**src/rtl/memory_cycle_if.sv**
```systemverilog
// Data-memory bus between the MEM stage (master) and a variable-latency data memory (slave).
// req is held with stable we/addr/wdata/bmask until the memory returns ack; rdata is valid in the ack cycle.
interface memory_cycle_if;
    logic        o_dmem_req;
    logic        o_dmem_we;
    logic [31:0] o_dmem_addr;
    logic [31:0] o_dmem_wdata;
    logic [3:0]  o_dmem_bmask;
    logic        i_dmem_ack;
    logic [31:0] i_dmem_rdata;

    modport master (
        output o_dmem_req, o_dmem_we, o_dmem_addr, o_dmem_wdata, o_dmem_bmask,
        input  i_dmem_ack, i_dmem_rdata
    );

    modport slave (
        input  o_dmem_req, o_dmem_we, o_dmem_addr, o_dmem_wdata, o_dmem_bmask,
        output i_dmem_ack, i_dmem_rdata
    );
endinterface

```
**src/rtl/memory_cycle.sv**
```systemverilog
// MEM stage of the RV32I pipeline: issues loads/stores over the dmem req/ack bus and registers MEM/WB.
// Optional macro MEM_TIMEOUT_EN adds a BUSY-cycle watchdog that aborts after TIMEOUT_CYCLES without ack.
module memory_cycle #(
    parameter int TIMEOUT_CYCLES = 255
) (
    input  logic          i_clk,
    input  logic          i_reset,
    input  logic          i_mem_valid,
    input  logic [31:0]   i_mem_inst,
    input  logic [31:0]   i_mem_pc_add4,
    input  logic [31:0]   i_mem_alu_data,
    input  logic [31:0]   i_mem_rs2_data,
    input  logic [1:0]    i_mem_wb_sel,
    input  logic          i_mem_rd_wren,
    output logic          o_mem_stall,
    output logic          o_mem_misalign,
    output logic          o_mem_fault,
    memory_cycle_if.master dmem,
    output logic          o_wb_valid,
    output logic [31:0]   o_wb_inst,
    output logic [31:0]   o_wb_pc_add4,
    output logic [31:0]   o_wb_alu_data,
    output logic [31:0]   o_wb_ld_data,
    output logic [1:0]    o_wb_wb_sel,
    output logic          o_wb_rd_wren,
    output logic [4:0]    o_mem_rd_addr,
    output logic          o_dbg_state
);

    typedef enum logic {ST_IDLE = 1'b0, ST_BUSY = 1'b1} state_t;

    state_t      r_state;
    state_t      w_next_state;
    logic        w_stall;
    logic        w_expire;

    logic [31:0] r_inst;
    logic [31:0] r_addr;
    logic [31:0] r_wdata;
    logic [31:0] r_pc_add4;
    logic [3:0]  r_bmask;
    logic        r_we;
    logic [1:0]  r_wb_sel;
    logic        r_rd_wren;

    logic        r_wb_valid;
    logic [31:0] r_wb_inst;
    logic [31:0] r_wb_pc_add4;
    logic [31:0] r_wb_alu_data;
    logic [31:0] r_wb_ld_data;
    logic [1:0]  r_wb_wb_sel;
    logic        r_wb_rd_wren;
    logic        r_misalign;

    logic [6:0]  w_opcode;
    logic [2:0]  w_funct3;
    logic        w_is_load;
    logic        w_is_store;
    logic        w_is_mem;
    logic        w_misalign;
    logic [3:0]  w_st_bmask;
    logic [31:0] w_st_wdata;
    logic [7:0]  w_ld_byte;
    logic [15:0] w_ld_half;
    logic [31:0] w_ld_data;

    // Decode of the instruction currently in the EX/MEM slot.
    assign w_opcode   = i_mem_inst[6:0];
    assign w_funct3   = i_mem_inst[14:12];
    assign w_is_load  = (w_opcode == 7'b0000011) &&
                        (w_funct3 == 3'b000 || w_funct3 == 3'b001 || w_funct3 == 3'b010 ||
                         w_funct3 == 3'b100 || w_funct3 == 3'b101);
    assign w_is_store = (w_opcode == 7'b0100011) &&
                        (w_funct3 == 3'b000 || w_funct3 == 3'b001 || w_funct3 == 3'b010);
    assign w_is_mem   = w_is_load || w_is_store;
    assign w_misalign = ((w_funct3[1:0] == 2'b10) && (i_mem_alu_data[1:0] != 2'b00)) ||
                        ((w_funct3[1:0] == 2'b01) && i_mem_alu_data[0]);

    always_comb begin
        w_st_bmask = 4'b1111;
        w_st_wdata = 32'h0;
        if (w_is_store) begin
            case (w_funct3[1:0])
                2'b00: begin
                    w_st_bmask = 4'b0001 << i_mem_alu_data[1:0];
                    w_st_wdata = {4{i_mem_rs2_data[7:0]}};
                end
                2'b01: begin
                    w_st_bmask = i_mem_alu_data[1] ? 4'b1100 : 4'b0011;
                    w_st_wdata = {2{i_mem_rs2_data[15:0]}};
                end
                default: begin
                    w_st_bmask = 4'b1111;
                    w_st_wdata = i_mem_rs2_data;
                end
            endcase
        end
    end

    // Lane extraction uses the latched address and funct3 since inputs are ignored while BUSY.
    always_comb begin
        w_ld_byte = 8'h0;
        w_ld_half = r_addr[1] ? dmem.i_dmem_rdata[31:16] : dmem.i_dmem_rdata[15:0];
        w_ld_data = 32'h0;
        case (r_addr[1:0])
            2'b00:   w_ld_byte = dmem.i_dmem_rdata[7:0];
            2'b01:   w_ld_byte = dmem.i_dmem_rdata[15:8];
            2'b10:   w_ld_byte = dmem.i_dmem_rdata[23:16];
            default: w_ld_byte = dmem.i_dmem_rdata[31:24];
        endcase
        if (!r_we) begin
            case (r_inst[14:12])
                3'b000:  w_ld_data = {{24{w_ld_byte[7]}}, w_ld_byte};
                3'b001:  w_ld_data = {{16{w_ld_half[15]}}, w_ld_half};
                3'b010:  w_ld_data = dmem.i_dmem_rdata;
                3'b100:  w_ld_data = {24'h0, w_ld_byte};
                3'b101:  w_ld_data = {16'h0, w_ld_half};
                default: w_ld_data = 32'h0;
            endcase
        end
    end

    always_ff @(posedge i_clk) begin
        if (i_reset) r_state <= ST_IDLE;
        else         r_state <= w_next_state;
    end

    always_comb begin
        w_next_state = r_state;
        w_stall      = 1'b0;
        case (r_state)
            ST_IDLE: begin
                if (i_mem_valid && w_is_mem && !w_misalign) begin
                    w_next_state = ST_BUSY;
                    w_stall      = 1'b1;
                end
            end
            ST_BUSY: begin
                if (dmem.i_dmem_ack || w_expire) w_next_state = ST_IDLE;
                else                             w_stall      = 1'b1;
            end
            default: w_next_state = ST_IDLE;
        endcase
    end

    always_ff @(posedge i_clk) begin
        if (i_reset) begin
            r_inst        <= 32'h0;
            r_addr        <= 32'h0;
            r_wdata       <= 32'h0;
            r_pc_add4     <= 32'h0;
            r_bmask       <= 4'h0;
            r_we          <= 1'b0;
            r_wb_sel      <= 2'b00;
            r_rd_wren     <= 1'b0;
            r_wb_valid    <= 1'b0;
            r_wb_inst     <= 32'h0;
            r_wb_pc_add4  <= 32'h0;
            r_wb_alu_data <= 32'h0;
            r_wb_ld_data  <= 32'h0;
            r_wb_wb_sel   <= 2'b00;
            r_wb_rd_wren  <= 1'b0;
            r_misalign    <= 1'b0;
        end else begin
            r_misalign <= 1'b0;
            if (r_state == ST_IDLE) begin
                if (!i_mem_valid) begin
                    r_wb_valid   <= 1'b0;
                    r_wb_rd_wren <= 1'b0;
                end else if (!w_is_mem || w_misalign) begin
                    r_wb_valid    <= 1'b1;
                    r_wb_inst     <= i_mem_inst;
                    r_wb_pc_add4  <= i_mem_pc_add4;
                    r_wb_alu_data <= i_mem_alu_data;
                    r_wb_ld_data  <= 32'h0;
                    r_wb_wb_sel   <= i_mem_wb_sel;
                    r_wb_rd_wren  <= i_mem_rd_wren && !w_is_mem;
                    r_misalign    <= w_is_mem;
                end else begin
                    r_inst       <= i_mem_inst;
                    r_addr       <= i_mem_alu_data;
                    r_wdata      <= w_st_wdata;
                    r_pc_add4    <= i_mem_pc_add4;
                    r_bmask      <= w_st_bmask;
                    r_we         <= w_is_store;
                    r_wb_sel     <= i_mem_wb_sel;
                    r_rd_wren    <= i_mem_rd_wren;
                    r_wb_valid   <= 1'b0;
                    r_wb_rd_wren <= 1'b0;
                end
            end else if (dmem.i_dmem_ack || w_expire) begin
                // An ack in the expiry cycle takes priority and completes normally.
                r_wb_valid    <= 1'b1;
                r_wb_inst     <= r_inst;
                r_wb_pc_add4  <= r_pc_add4;
                r_wb_alu_data <= r_addr;
                r_wb_ld_data  <= dmem.i_dmem_ack ? w_ld_data : 32'h0;
                r_wb_wb_sel   <= r_wb_sel;
                r_wb_rd_wren  <= dmem.i_dmem_ack ? r_rd_wren : 1'b0;
            end else begin
                r_wb_valid   <= 1'b0;
                r_wb_rd_wren <= 1'b0;
            end
        end
    end

`ifdef MEM_TIMEOUT_EN
    localparam int CW = $clog2(TIMEOUT_CYCLES + 1);
    logic [CW-1:0] r_busy_cnt;
    logic          r_fault;

    always_ff @(posedge i_clk) begin
        if (i_reset) begin
            r_busy_cnt <= '0;
            r_fault    <= 1'b0;
        end else begin
            r_fault <= w_expire;
            if (r_state == ST_IDLE) r_busy_cnt <= '0;
            else                    r_busy_cnt <= r_busy_cnt + 1'b1;
        end
    end

    assign w_expire    = (r_state == ST_BUSY) && !dmem.i_dmem_ack &&
                         (r_busy_cnt == CW'(TIMEOUT_CYCLES - 1));
    assign o_mem_fault = r_fault;
`else
    assign w_expire    = 1'b0;
    assign o_mem_fault = 1'b0;
`endif

    assign o_mem_stall        = w_stall;
    assign o_mem_misalign     = r_misalign;
    assign o_mem_rd_addr      = i_mem_inst[11:7];
    assign o_dbg_state        = r_state;

    assign dmem.o_dmem_req    = (r_state == ST_BUSY);
    assign dmem.o_dmem_we     = (r_state == ST_BUSY) && r_we;
    assign dmem.o_dmem_addr   = (r_state == ST_BUSY) ? {r_addr[31:2], 2'b00} : 32'h0;
    assign dmem.o_dmem_wdata  = (r_state == ST_BUSY) ? r_wdata : 32'h0;
    assign dmem.o_dmem_bmask  = (r_state == ST_BUSY) ? r_bmask : 4'h0;

    assign o_wb_valid    = r_wb_valid;
    assign o_wb_inst     = r_wb_inst;
    assign o_wb_pc_add4  = r_wb_pc_add4;
    assign o_wb_alu_data = r_wb_alu_data;
    assign o_wb_ld_data  = r_wb_ld_data;
    assign o_wb_wb_sel   = r_wb_wb_sel;
    assign o_wb_rd_wren  = r_wb_rd_wren;

endmodule

```
**src/flat_wrapper.sv**
```systemverilog
// flat-port wrapper written by rule: the top's interface ports become plain ports
module memory_cycle_flat 
#(
    parameter int TIMEOUT_CYCLES = 255
)
  (i_clk, i_reset, i_mem_valid, i_mem_inst, i_mem_pc_add4, i_mem_alu_data, i_mem_rs2_data, i_mem_wb_sel, i_mem_rd_wren, o_mem_stall, o_mem_misalign, o_mem_fault, o_wb_valid, o_wb_inst, o_wb_pc_add4, o_wb_alu_data, o_wb_ld_data, o_wb_wb_sel, o_wb_rd_wren, o_mem_rd_addr, o_dbg_state, dmem_o_dmem_req, dmem_o_dmem_we, dmem_o_dmem_addr, dmem_o_dmem_wdata, dmem_o_dmem_bmask, dmem_i_dmem_ack, dmem_i_dmem_rdata);
  memory_cycle_if dmem_i ();
  input  logic i_clk;
  input  logic i_reset;
  input  logic i_mem_valid;
  input  logic [31:0] i_mem_inst;
  input  logic [31:0] i_mem_pc_add4;
  input  logic [31:0] i_mem_alu_data;
  input  logic [31:0] i_mem_rs2_data;
  input  logic [1:0] i_mem_wb_sel;
  input  logic i_mem_rd_wren;
  output logic o_mem_stall;
  output logic o_mem_misalign;
  output logic o_mem_fault;
  output logic o_wb_valid;
  output logic [31:0] o_wb_inst;
  output logic [31:0] o_wb_pc_add4;
  output logic [31:0] o_wb_alu_data;
  output logic [31:0] o_wb_ld_data;
  output logic [1:0] o_wb_wb_sel;
  output logic o_wb_rd_wren;
  output logic [4:0] o_mem_rd_addr;
  output logic o_dbg_state;
  output wire logic [$bits(dmem_i.o_dmem_req)-1:0] dmem_o_dmem_req;
  output wire logic [$bits(dmem_i.o_dmem_we)-1:0] dmem_o_dmem_we;
  output wire logic [$bits(dmem_i.o_dmem_addr)-1:0] dmem_o_dmem_addr;
  output wire logic [$bits(dmem_i.o_dmem_wdata)-1:0] dmem_o_dmem_wdata;
  output wire logic [$bits(dmem_i.o_dmem_bmask)-1:0] dmem_o_dmem_bmask;
  input wire logic [$bits(dmem_i.i_dmem_ack)-1:0] dmem_i_dmem_ack;
  input wire logic [$bits(dmem_i.i_dmem_rdata)-1:0] dmem_i_dmem_rdata;
  assign dmem_o_dmem_req = dmem_i.o_dmem_req;
  assign dmem_o_dmem_we = dmem_i.o_dmem_we;
  assign dmem_o_dmem_addr = dmem_i.o_dmem_addr;
  assign dmem_o_dmem_wdata = dmem_i.o_dmem_wdata;
  assign dmem_o_dmem_bmask = dmem_i.o_dmem_bmask;
  assign dmem_i.i_dmem_ack = dmem_i_dmem_ack;
  assign dmem_i.i_dmem_rdata = dmem_i_dmem_rdata;
  memory_cycle #(.TIMEOUT_CYCLES(TIMEOUT_CYCLES)) u_core (.i_clk(i_clk), .i_reset(i_reset), .i_mem_valid(i_mem_valid), .i_mem_inst(i_mem_inst), .i_mem_pc_add4(i_mem_pc_add4), .i_mem_alu_data(i_mem_alu_data), .i_mem_rs2_data(i_mem_rs2_data), .i_mem_wb_sel(i_mem_wb_sel), .i_mem_rd_wren(i_mem_rd_wren), .o_mem_stall(o_mem_stall), .o_mem_misalign(o_mem_misalign), .o_mem_fault(o_mem_fault), .dmem(dmem_i), .o_wb_valid(o_wb_valid), .o_wb_inst(o_wb_inst), .o_wb_pc_add4(o_wb_pc_add4), .o_wb_alu_data(o_wb_alu_data), .o_wb_ld_data(o_wb_ld_data), .o_wb_wb_sel(o_wb_wb_sel), .o_wb_rd_wren(o_wb_rd_wren), .o_mem_rd_addr(o_mem_rd_addr), .o_dbg_state(o_dbg_state));
endmodule
```
**config.mk**
```make
export PLATFORM = sky130hd
export DESIGN_NAME = memory_cycle_flat
export DESIGN_NICKNAME = d
export VERILOG_FILES = /design/src/rtl/memory_cycle_if.sv /design/src/rtl/memory_cycle.sv /design/src/flat_wrapper.sv
export SDC_FILE = /design/constraint.sdc
export NUM_CORES = 1
export LEC_CHECK = 0
export CAP_MARGIN = 5
export CORE_MARGIN = 5
export CORE_UTILIZATION = 30
export CTS_BUF_LIST = sky130_fd_sc_hd__clkbuf_16
export DETAILED_ROUTE_END_ITERATION = 10
export PLACE_DENSITY = 0.63
export SYNTH_ARGS = -nofsm -noshare
export SYNTH_HDL_FRONTEND = slang
export SYNTH_SLANG_ARGS = --single-unit
export TNS_END_PERCENT = 50
```
**constraint.sdc**
```tcl
create_clock -name i_clk -period 4.56 [get_ports i_clk]
set_input_delay 1.14 -clock i_clk [delete_from_list [all_inputs] [get_ports i_clk]]
set_output_delay 1.14 -clock i_clk [all_outputs]
set_load 0.005 [all_outputs]
```
* Word level (Yosys, flattened, before mapping)
Cells that the tools add are included.
** Storage, ports and cells
- Flip-flop bits (word level) :: 270
- Latch bits :: 0
- RAM bits :: 0
- Memory bits (read-only) :: 0
- Output and inout bits :: 211
- Memories kept :: 0
** Operators by class
- Add/subtract/negate cells :: 0
- Multipliers :: 0
- Div/mod/pow operators :: 0
- Magnitude comparators :: 0
- Eq/ne operators :: 15
- Shift operators :: 1
- Muxes and demuxes :: 43
- Bitwise operators :: 3
- Reduce and logical (&&, ||, !) cells :: 27
** Operators with widths (count)
- 2-to-1 mux 32 bit :: 20
- one-hot mux 32 bit (5 select lines) :: 1
- one-hot mux 32 bit (2 select lines) :: 1
- one-hot mux 8 bit (3 select lines) :: 1
- 2-to-1 mux 16 bit :: 1
- equality test 3 bit (second input constant) :: 4
- 2-to-1 mux 4 bit :: 3
- 2-to-1 mux 1 bit :: 10
- logical AND 1 bit :: 8
- 2-to-1 mux 2 bit :: 4
- one-hot mux 4 bit (2 select lines) :: 1
- equality test 7 x 2 -> 1 bit (second input constant) :: 1
- equality test 7 x 6 -> 1 bit (second input constant) :: 1
- logical OR 1 bit :: 7
- equality test 3 x 1 -> 1 bit (second input constant) :: 2
- equality test 3 x 2 -> 1 bit (second input constant) :: 2
- zero test 3 bit :: 2
- AND reduction 3 bit :: 2
- nonzero test 2 bit :: 3
- equality test 2 x 1 -> 1 bit (second input constant) :: 2
- equality test 2 bit (second input constant) :: 2
- zero test 2 bit :: 2
- OR reduction 4 bit :: 1
- left shift 1 x 2 -> 4 bit (first input constant) :: 1
- 4 further kinds :: 7

* Logic depth before layout (Yosys ltp)
Gate-level depths: netlist of run 1.
- Depth after elaboration :: 12
- Mapped depth :: 9
- Depth with buffers taken out :: 4

* Least setup slack after synthesis of run 1
No wires, ideal clock.
- Path kind :: input to output
- Start :: in i_mem_inst[2]
- End :: out o_mem_stall
- Arrival :: 2283 ps
- Setup slack :: 1137 ps
- Stages :: 7
- Cell sequence :: nor4b_4 > and4_1 > buf_2 > buf_2 > buf_2 > nand2_1 > nand2_1
** On the way
- Longest elaborated chain between the ends :: 7
** Ends and longest elaborated chain
- start, declared :: line flat_wrapper.sv:11 : input logic [31:0] i_mem_inst;
- equality test 7 x 2 -> 1 bit or equality test 7 x 6 -> 1 bit (tied branches) :: line memory_cycle.sv:70, memory_cycle.sv:73
- logical AND 1 bit, on equally long branches :: line memory_cycle.sv:70, memory_cycle.sv:73
- logical OR 1 bit * :: line memory_cycle.sv:75 : assign w_is_mem = w_is_load || w_is_store;
- logical AND 1 bit * (2 in a row) :: line memory_cycle.sv:133 : if (i_mem_valid && w_is_mem && !w_misalign) begin
- 2-to-1 mux 1 bit * :: line memory_cycle.sv:133
- one-hot mux 1 bit (2 select lines) * :: line memory_cycle.sv:131 : case (r_state)
- end, declared :: line flat_wrapper.sv:17 : output logic o_mem_stall;
Mark *: on every way between the ends. The rest lies on a longest branch, timed or not.

* Worst setup path in the final report of run 1
- Start :: in i_mem_inst[3]
- End :: out o_mem_stall
Same word-level chain as after synthesis.

==> results of run 1 <==
-- cell usage after synthesis, types with 6 or more instances --
master	number
nand3_1	94
inv_1	132
nor2_1	12
and2_1	72
o32ai_1	32
a211oi_1	35
a221oi_2	40
buf_4	10
nor3_1	6
dfxtp_1	270
a22o_1	16
o2bb2ai_1	16
a21oi_1	101
o21ai_0	103
a221oi_1	63
o22ai_1	68
a22oi_1	24
clkbuf_1	102
buf_6	6
mux2i_1	28
mux4_2	8
buf_2	31
nand2_1	14
-- per-layer routing --
metal	wire length [um]	global-route usage	vias to the layer above	part of all wire
li1	-	-	5447	-
met1	18300	0.239	5462	0.42
met2	21300	0.309	362	0.49
met3	2730	0.0422	76	0.063
met4	1290	0.0725	2	0.029
met5	20	0	-	0.00046
-- worst paths after layout --
check                          end  slack (ns)  cells after the start
max                    o_mem_stall        0.36                      6
max reg2reg  u_core.o_wb_wb_sel[1]        1.81                      4
min             u_core.r_wdata[10]        0.45                      1
min reg2reg     u_core.r_wdata[10]        0.45                      1
-- registers in the layout, indices dropped and copies added, names as in the netlist, 2 cells and up --
name and count:
u_core.o_wb_wb_sel 2, u_core.o_wb_inst 32, u_core.o_wb_alu_data 32, u_core.r_wb_sel 2, u_core.o_wb_pc_add4 32, u_core.r_pc_add4 32, u_core.r_inst 32, u_core.r_wdata 32
u_core.o_wb_ld_data 32, u_core.r_bmask 4, u_core.r_addr 32
-- power by group through the flow --
stage	logic (mW)	clock network (mW)	registers, mW
2_1_floorplan	0.275	0	2.51
3_3_place_gp	0.668	0	2.51
3_5_place_dp	0.671	0	2.51
4_1_cts	0.674	2.60	2.46
5_1_grt	0.721	2.70	2.47
6_report	0.671	2.51	2.46
-- worst max-delay path, cell delays in order --
cell	delay [ns]
clkdlybuf4s50_1	0.48
nor4b_4	0.41
and4_4	0.29
nand2_1	0.08
nand2_1	0.06
clkdlybuf4s50_1	0.60
-- area by class of cell --
class | count | area (sq um) | area share
diodes | 3 | 7.51 | 0.000441
clock buffers | 35 | 876 | 0.0515
clock inverters | 21 | 148 | 0.00867
inverters | 133 | 499 | 0.0293
multi-input cells | 765 | 5430 | 0.319
flip-flops and latches | 270 | 5410 | 0.318
well taps | 525 | 657 | 0.0386
repair buffers | 404 | 4000 | 0.235
-- cell families (layout without fill, tap and decap cells) --
family	Yosys count	in the layout
other	1	6
AO/OA/AOI/OAI	509	509
AND/OR/NAND/NOR	217	217
buffers and inverters	287	593
flip-flops	270	270
multiplexers	36	36
==> flow_metrics.env, run 1 <==
export IMPL_synth_area_leaders="dfxtp_1 45%, a221oi_2 5.0%, a221oi_1 4.6%, o21ai_0 4.3%, a21oi_1 4.2%"
export IMPL_vdd_ir_drop_worst_uv=240
export IMPL_drt_total_wl_mm=43.6
export IMPL_avgSynthCellArea_sq_um=9.06
export IMPL_synth_edf_count=0
export IMPL_p_int_mw=4.27
export IMPL_worstSetupStartpoint="i_mem_inst[3]"
export IMPL_seq_power_share=0.436
export IMPL_hold_path_class="flip-flop to flip-flop"
export IMPL_cts_repair_resized=0
export IMPL_layout_cells_most_common="clkdlybuf4s50_1"
export IMPL_synth_compound_area_frac=0.308
export IMPL_ys_seq_elements=270
export IMPL_critical_path_reg2reg_startpoint="u_core.dmem.o_dmem_req"
export IMPL_cp_start_kind="input pin"
export IMPL_tritoncts="yes"
export IMPL_slew_limit_headroom=0.234
export IMPL_dominant_combinational_cell_family_by_area_after_synthesis="compound AO/OA/AOI/OAI gates"
export IMPL_layout_area_overhead_pct=42.3
export IMPL_drc=0
export IMPL_die_h_um=210
export IMPL_die_area_sq_um=44000
export IMPL_pwr_density_cell_nw_per_um2=332
export IMPL_cts_sinks=270
export IMPL_number_of_antenna_violations_at_the_first_check_in_global_routing=4
export IMPL_finalInstanceArea_sq_um=17000
export IMPL_placed_cells=2097
export IMPL_core_sq_um=39500
export IMPL_finalCriticalPeriod_ns=4.20
export IMPL_finalMaxSlewViolations=0
export IMPL_hold_start="u_core.r_wdata[10]"
export IMPL_path_clk_slew_ns=0.05
export IMPL_final_layout_setup_total_negative_slack_ns=0
export IMPL_io_buffers=374
export IMPL_grt_pass1_wl_mm=66.3
export IMPL_wire_per_inst_um=20.2
export IMPL_cts_htree_levels=2
export IMPL_startpoint_to_endpoint_class_of_the_critical_path="input pin to output pin"
export IMPL_maximum_number_of_pins_on_one_net_before_global_route_repair=123
export IMPL_swShare=0.244
export IMPL_clock_tree_root_cell="clkbuf_16"
export IMPL_gpl_final_weighted_congestion=0.858
export IMPL_postSynthCellCount=1320
export IMPL_leakage_nw=5.87
export IMPL_outcome="complete, no violations"
export IMPL_p_comb_frac=0.119
export IMPL_fmaxAchievable_mhz=238
export IMPL_core_occupancy_in_the_finished_layout=0.430
export IMPL_post_place_ws_ns=0.354
export IMPL_initial_utilization=0.302
export IMPL_synth_largest_area_cell="dfxtp_1"
export IMPL_cts_max_path_buffers=3
export IMPL_route_detailed_vias_per_inst=5.26
export IMPL_tightestPinTransition_ns=1.14
export IMPL_std_cell_rows=73
export IMPL_drv_max_cap_violation_count=0
export IMPL_layout_nets=1775
export IMPL_fin_crit_sh=0.922
export IMPL_post_dp_hpwl_mm=28.8
export IMPL_fin_worst_skew_ns=0.0161
export IMPL_cts_setup_buffers=0
export IMPL_power_frac_clock=0.445
export IMPL_total_power_mw=5.64
export IMPL_final_instance_count_excl_fill=2156
export IMPL_post_drt_antenna_nets=0
export IMPL_cp_required_ns=3.42
export IMPL_track_usage=0.187
export IMPL_synth_yosys_seq_area_share=0.452
export IMPL_power_net_switching_mw=1.37
export IMPL_synth_top_cell_area_share=0.452
export IMPL_finalHoldViolCount=0
export IMPL_yosys_area_share_adder=0
export IMPL_postLayoutSetupSlackWorst_ns=0.356
export IMPL_layout_drive_gt1_share=0.0835
export IMPL_cts_hold_buf=0
export IMPL_final_cell_mix="373 x clkdlybuf4s50_1, 269 x dfxtp_1, 137 x inv_1"
export IMPL_floorplan_die_width_um=210
export IMPL_ys_warnings_count=0
export IMPL_routed_via_count=11349
export IMPL_async_flop_share=0
export IMPL_synth_cell_types=51
export IMPL_worst_endpoint_arrival_ns=3.06
export IMPL_worst_path_max_fanout=4
export IMPL_io_pins=378
export IMPL_setup_viol=0
export IMPL_grt_pass1_vias=11070
export IMPL_postPlaceCellArea_sq_um=16000
export IMPL_cts_made_buffers=34
export IMPL_setup_repair_after_global_routing_missed_its_margin="false"
export IMPL_simple_gate_share_of_the_synthesized_area=0.101
export IMPL_final_worst_hold_slack_ns=0.454
export IMPL_synthMuxAreaShare=0.0385
export IMPL_syn_area_sq_um=12000
export IMPL_clk_insertion_delay_late_ns=0.52
export IMPL_first_iter_violations=695
export IMPL_grt_remaining_overflow=0
export IMPL_timing_critical_path_to_type="output pin"
export IMPL_dr_pass1_iters=5
export IMPL_synth_xor_area_share=0
export IMPL_nFillCells=3849
export IMPL_ys_flop_type="dfxtp_1"
Power figures use the tool's default switching activity.
==> run 2: changes to the inputs <==
Settings changed: DONT_BUFFER_PORTS set to 1, GPL_ROUTABILITY_DRIVEN set to 0, PLACE_DENSITY 0.63 to 0.51.
==> flow_metrics.env, run 2 (synthesis results as in run 1) <==
export IMPL_outcome="complete, no violations"
export IMPL_post_place_ws_ns=1.02
export IMPL_final_cell_mix="269 x dfxtp_1, 139 x inv_1, 103 x o21ai_0"
export IMPL_hold_start="u_core.r_wdata[14]"
export IMPL_grt_pass1_vias=9278
export IMPL_holdPathStages=1
export IMPL_layout_cells_most_common="dfxtp_1"
export IMPL_die_area_sq_um=44000
export IMPL_finalMaxSlewViolations=0
export IMPL_initial_utilization=0.302
export IMPL_dr_pass1_iters=5
export IMPL_drt_total_wl_mm=41.2
export IMPL_maximum_number_of_pins_on_one_net_before_global_route_repair=238
export IMPL_n_antenna_cell=0
export IMPL_die_h_um=210
export IMPL_cts_max_path_buffers=3
export IMPL_seqCellArea_sq_um=5410
export IMPL_startpoint_to_endpoint_class_of_the_critical_path="input pin to output pin"
export IMPL_slew_limit_headroom=0.188
export IMPL_grt_remaining_overflow=0
export IMPL_swShare=0.239
export IMPL_postPlaceCellArea_sq_um=12100
export IMPL_leakage_nw=4.42
export IMPL_worst_hold_path_endpoint="u_core.r_wdata[14]"
export IMPL_route_detailed_vias_per_inst=5.65
export IMPL_critical_path_reg2reg_startpoint="u_core.dmem.o_dmem_req"
export IMPL_layout_drive_gt1_share=0.0969
export IMPL_p_int_mw=3.99
export IMPL_power_net_switching_mw=1.25
export IMPL_clock_tree_root_cell="clkbuf_16"
export IMPL_pwr_density_cell_nw_per_um2=399
export IMPL_drc=0
export IMPL_layout_nets=1385
export IMPL_fin_worst_skew_ns=0.0222
export IMPL_fmaxAchievable_mhz=291
export IMPL_cts_setup_buffers=0
export IMPL_r2r_end="u_core.o_wb_pc_add4[10]"
export IMPL_fin_crit_sh=0.753
export IMPL_io_pins=378
export IMPL_cts_repair_resized=0
export IMPL_gr_max_usage_layer="met2"
export IMPL_final_layout_setup_total_negative_slack_ns=0
export IMPL_power_frac_clock=0.469
export IMPL_cts_htree_levels=1
export IMPL_cts_made_buffers=31
export IMPL_drv_max_cap_violation_count=0
export IMPL_wire_per_inst_um=23.3
export IMPL_cts_sinks=270
export IMPL_grt_met2_usage=0.288
export IMPL_cp_required_ns=3.42
export IMPL_tritoncts="yes"
export IMPL_number_of_antenna_violations_at_the_first_check_in_global_routing=0
export IMPL_postLayoutSetupSlackWorst_ns=1.13
export IMPL_finalHoldViolCount=0
export IMPL_io_buffers=0
export IMPL_grt_pass1_wl_mm=61.5
export IMPL_core_occupancy_in_the_finished_layout=0.332
export IMPL_post_drt_antenna_nets=0
export IMPL_grt_met1_usage=0.226
export IMPL_std_cell_rows=73
export IMPL_ff2ff_path_depth=5
export IMPL_floorplan_die_width_um=210
export IMPL_cts_hold_buf=0
export IMPL_worst_endpoint_arrival_ns=2.29
export IMPL_path_clk_slew_ns=0.06
export IMPL_hold_path_class="flip-flop to flip-flop"
export IMPL_timing_critical_path_to_type="output pin"
export IMPL_seq_power_share=0.474
export IMPL_total_power_mw=5.24
export IMPL_global_route_usage_met3=0.0462
export IMPL_post_dp_hpwl_mm=25.9
export IMPL_clk_insertion_delay_late_ns=0.58
export IMPL_multi_input_area_sq_um=5430
export IMPL_p_comb_frac=0.056
export IMPL_cp_start_kind="input pin"
export IMPL_track_usage=0.174
export IMPL_reg2reg_setup_slack_ns=1.28
export IMPL_setup_viol=0
export IMPL_layout_area_overhead_pct=9.73
export IMPL_vdd_ir_drop_worst_uv=271
export IMPL_first_iter_violations=770
export IMPL_tightestPinTransition_ns=1.22
export IMPL_setup_repair_after_global_routing_missed_its_margin="false"
export IMPL_worst_path_max_fanout=38
export IMPL_finalCriticalPeriod_ns=3.43
export IMPL_finalInstanceArea_sq_um=13100
export IMPL_core_sq_um=39500
export IMPL_nFillCells=4102
export IMPL_routed_via_count=9954
-- run 2: critical path, cell delays in order --
cell and delay (ns):
o21ai_1 0.31, o211a_4 0.56, nand2_1 0.15, nand2_1 0.14
-- run 2: how the worst max path moves through the flow --
stage	cells after the start	from	endpoint	slack [ns]
floorplan	7	i_mem_inst[2]	o_mem_stall	1.14
global placement	6	i_mem_inst[2]	u_core.r_bmask[1]	1.04
detailed placement	6	i_mem_inst[2]	u_core.r_bmask[0]	1.02
CTS	4	i_mem_alu_data[0]	o_mem_stall	1.09
global route	4	i_mem_alu_data[0]	o_mem_stall	1.01
finish	4	i_mem_alu_data[0]	o_mem_stall	1.13
-- run 2: final cells by class --
type                       count  share of cell area
multi-input combinational    765               0.414
sequential                   270               0.412
timing repair buffer          17              0.0116
clock buffer                  31              0.0591
inverter                     133              0.0380
tap                          525              0.0500
clock inverter                22              0.0156
-- run 2: per-stage QoR --
| stage | hold WS [ns] | cells |
|---|---|---|
| after floorplan | 0.424 | 1322 |
| after global placement | 0.439 | 1710 |
| after detailed placement | 0.442 | 1710 |
| after CTS | 0.456 | 1763 |
| after global routing | 0.475 | 1763 |
| final | 0.452 | 1763 |
-- run 2: power by group through the flow --
stage	clock network (mW)	logic, mW	registers, mW
3_5_place_dp	0	0.297	2.54
6_report	2.46	0.296	2.49
4_1_cts	2.54	0.297	2.49
5_1_grt	2.64	0.327	2.49
2_1_floorplan	0	0.275	2.51
3_3_place_gp	0	0.293	2.54
-- run 2: layer usage --
metal | up-vias | wire (um)
met1 | 4887 | 16600
li1 | 4672 | -
met5 | - | 0
met4 | 0 | 937
met2 | 343 | 20200
met3 | 52 | 3360
==> run 3: changes to the inputs <==
Clock period 4.56 ns to 3.6 ns, I/O delays scaled along.
==> flow_metrics.env, run 3 (synthesis results as in run 1) <==
export IMPL_slew_limit_headroom=0.383
export IMPL_holdPathStages=1
export IMPL_layout_area_overhead_pct=10.6
export IMPL_cts_repair_resized=0
export IMPL_tritoncts="yes"
export IMPL_first_iter_violations=644
export IMPL_outcome="complete, no violations"
export IMPL_std_cell_rows=73
export IMPL_drv_max_cap_violation_count=0
export IMPL_die_area_sq_um=44000
export IMPL_layout_cells_most_common="dfxtp_1"
export IMPL_grt_remaining_overflow=0
export IMPL_fin_worst_skew_ns=0.0203
export IMPL_cp_start_kind="input pin"
export IMPL_final_worst_hold_slack_ns=0.457
export IMPL_cts_max_path_buffers=3
export IMPL_cp_required_ns=2.70
export IMPL_pwr_density_cell_nw_per_um2=504
export IMPL_worst_hold_path_endpoint="u_core.r_wdata[10]"
export IMPL_cts_made_buffers=34
export IMPL_leakage_nw=4.47
export IMPL_post_drt_antenna_nets=0
export IMPL_hold_path_class="flip-flop to flip-flop"
export IMPL_layout_drive_gt1_share=0.105
export IMPL_fin_crit_sh=0.793
export IMPL_setup_repair_after_global_routing_missed_its_margin="false"
export IMPL_worstSetupStartpoint="i_mem_inst[2]"
export IMPL_drc=0
export IMPL_dr_pass1_iters=5
export IMPL_worst_endpoint_arrival_ns=1.95
export IMPL_grt_pass1_wl_mm=62.2
export IMPL_layout_nets=1396
export IMPL_reg2reg_setup_slack_ns=1.17
export IMPL_post_dp_hpwl_mm=26.2
export IMPL_critical_path_reg2reg_startpoint="u_core.dmem.o_dmem_req"
export IMPL_setup_viol=0
export IMPL_wire_per_inst_um=23.2
export IMPL_ff2ff_path_depth=7
export IMPL_core_sq_um=39500
export IMPL_floorplan_die_width_um=210
export IMPL_io_buffers=0
export IMPL_finalHoldViolCount=0
export IMPL_worst_path_max_fanout=10
export IMPL_finalMaxSlewViolations=0
export IMPL_die_h_um=210
export IMPL_total_power_mw=6.67
export IMPL_cts_setup_buffers=0
export IMPL_startpoint_to_endpoint_class_of_the_critical_path="input pin to output pin"
export IMPL_cts_sinks=270
export IMPL_timing_critical_path_to_type="output pin"
export IMPL_drt_total_wl_mm=41.2
export IMPL_fmaxAchievable_mhz=350
export IMPL_tightestPinTransition_ns=0.922
export IMPL_n_antenna_cell=0
export IMPL_cts_hold_buf=0
export IMPL_final_layout_setup_total_negative_slack_ns=0
export IMPL_grt_pass1_vias=9574
export IMPL_number_of_antenna_violations_at_the_first_check_in_global_routing=0
export IMPL_maximum_number_of_pins_on_one_net_before_global_route_repair=238
export IMPL_path_clk_slew_ns=0.05
export IMPL_hold_start="u_core.r_wdata[10]"
export IMPL_io_pins=378
export IMPL_clk_insertion_delay_late_ns=0.54
export IMPL_placed_cells=1718
export IMPL_finalCriticalPeriod_ns=2.85
export IMPL_final_instance_count_excl_fill=1777
export IMPL_cts_htree_levels=2
export IMPL_r2r_end="u_core.o_wb_ld_data[3]"
export IMPL_vdd_ir_drop_worst_uv=377
export IMPL_routed_via_count=10007
export IMPL_route_detailed_vias_per_inst=5.63
export IMPL_clock_tree_root_cell="clkbuf_16"
export IMPL_initial_utilization=0.302
export IMPL_track_usage=0.177
export IMPL_final_cell_mix="269 x dfxtp_1, 139 x inv_1, 103 x o21ai_0"
## run 3: cell types whose count changed in the layout (fill, tap and decap cells not counted), moves of 2 or more
cell	before	now
buf_4	15	21
clkinv_1	6	9
clkbuf_16	31	34
bufinv_16	4	1
buf_12	2	4
## run 3: stage by stage
| stage | setup WS [ns] | util | cell area [sq um] |
|---|---|---|---|
| 5_1_grt | 0.708 | 0.335 | 13200 |
| 3_5_place_dp | 0.754 | 0.309 | 12200 |
| 4_1_cts | 0.750 | 0.335 | 13200 |
| 3_3_place_gp | 0.746 | 0.309 | 12200 |
| 2_1_floorplan | 0.657 | - | 12000 |
| 6_report | 0.747 | 0.335 | 13200 |
## run 3: per-layer routing
layer  part of all wire  global-route usage  vias up
met3              0.071              0.0480       64
met4              0.030              0.0644        0
met5                  0                   0        -
met1               0.42               0.230     4963
li1                   -                   -     4694
met2               0.48               0.283      286
## run 3: worst max-delay path by stage
stage / endpoint / depth (start not counted)
4_1_cts: o_mem_stall / 4
6_report: o_mem_stall / 4
2_1_floorplan: o_mem_stall / 7
3_5_place_dp: o_mem_stall / 4
3_3_place_gp: o_mem_stall / 4
5_1_grt: o_mem_stall / 4
## run 3: final cells by class
cell class | instances | area, sq um
Multi-Input combinational cell | 765 | 5430
Clock inverter | 25 | 155
Inverter | 133 | 499
Tap cell | 525 | 657
Clock buffer | 34 | 851
Timing Repair Buffer | 25 | 238
Fill cell | 4089 | 26300
Sequential cell | 270 | 5410
## run 3: report_power, final
part	switching, mW	leakage [nW]	internal, mW
Combinational	0.229	1.76	0.153
Clock	1.35	0.515	1.79
Sequential	0.0764	2.20	3.07
Total	1.66	4.47	5.02
## run 3: worst max-delay path, stage by stage
cell and delay, ns:
nor4b_4 0.37, and4_4 0.40, nand2_1 0.10, nand2_1 0.18
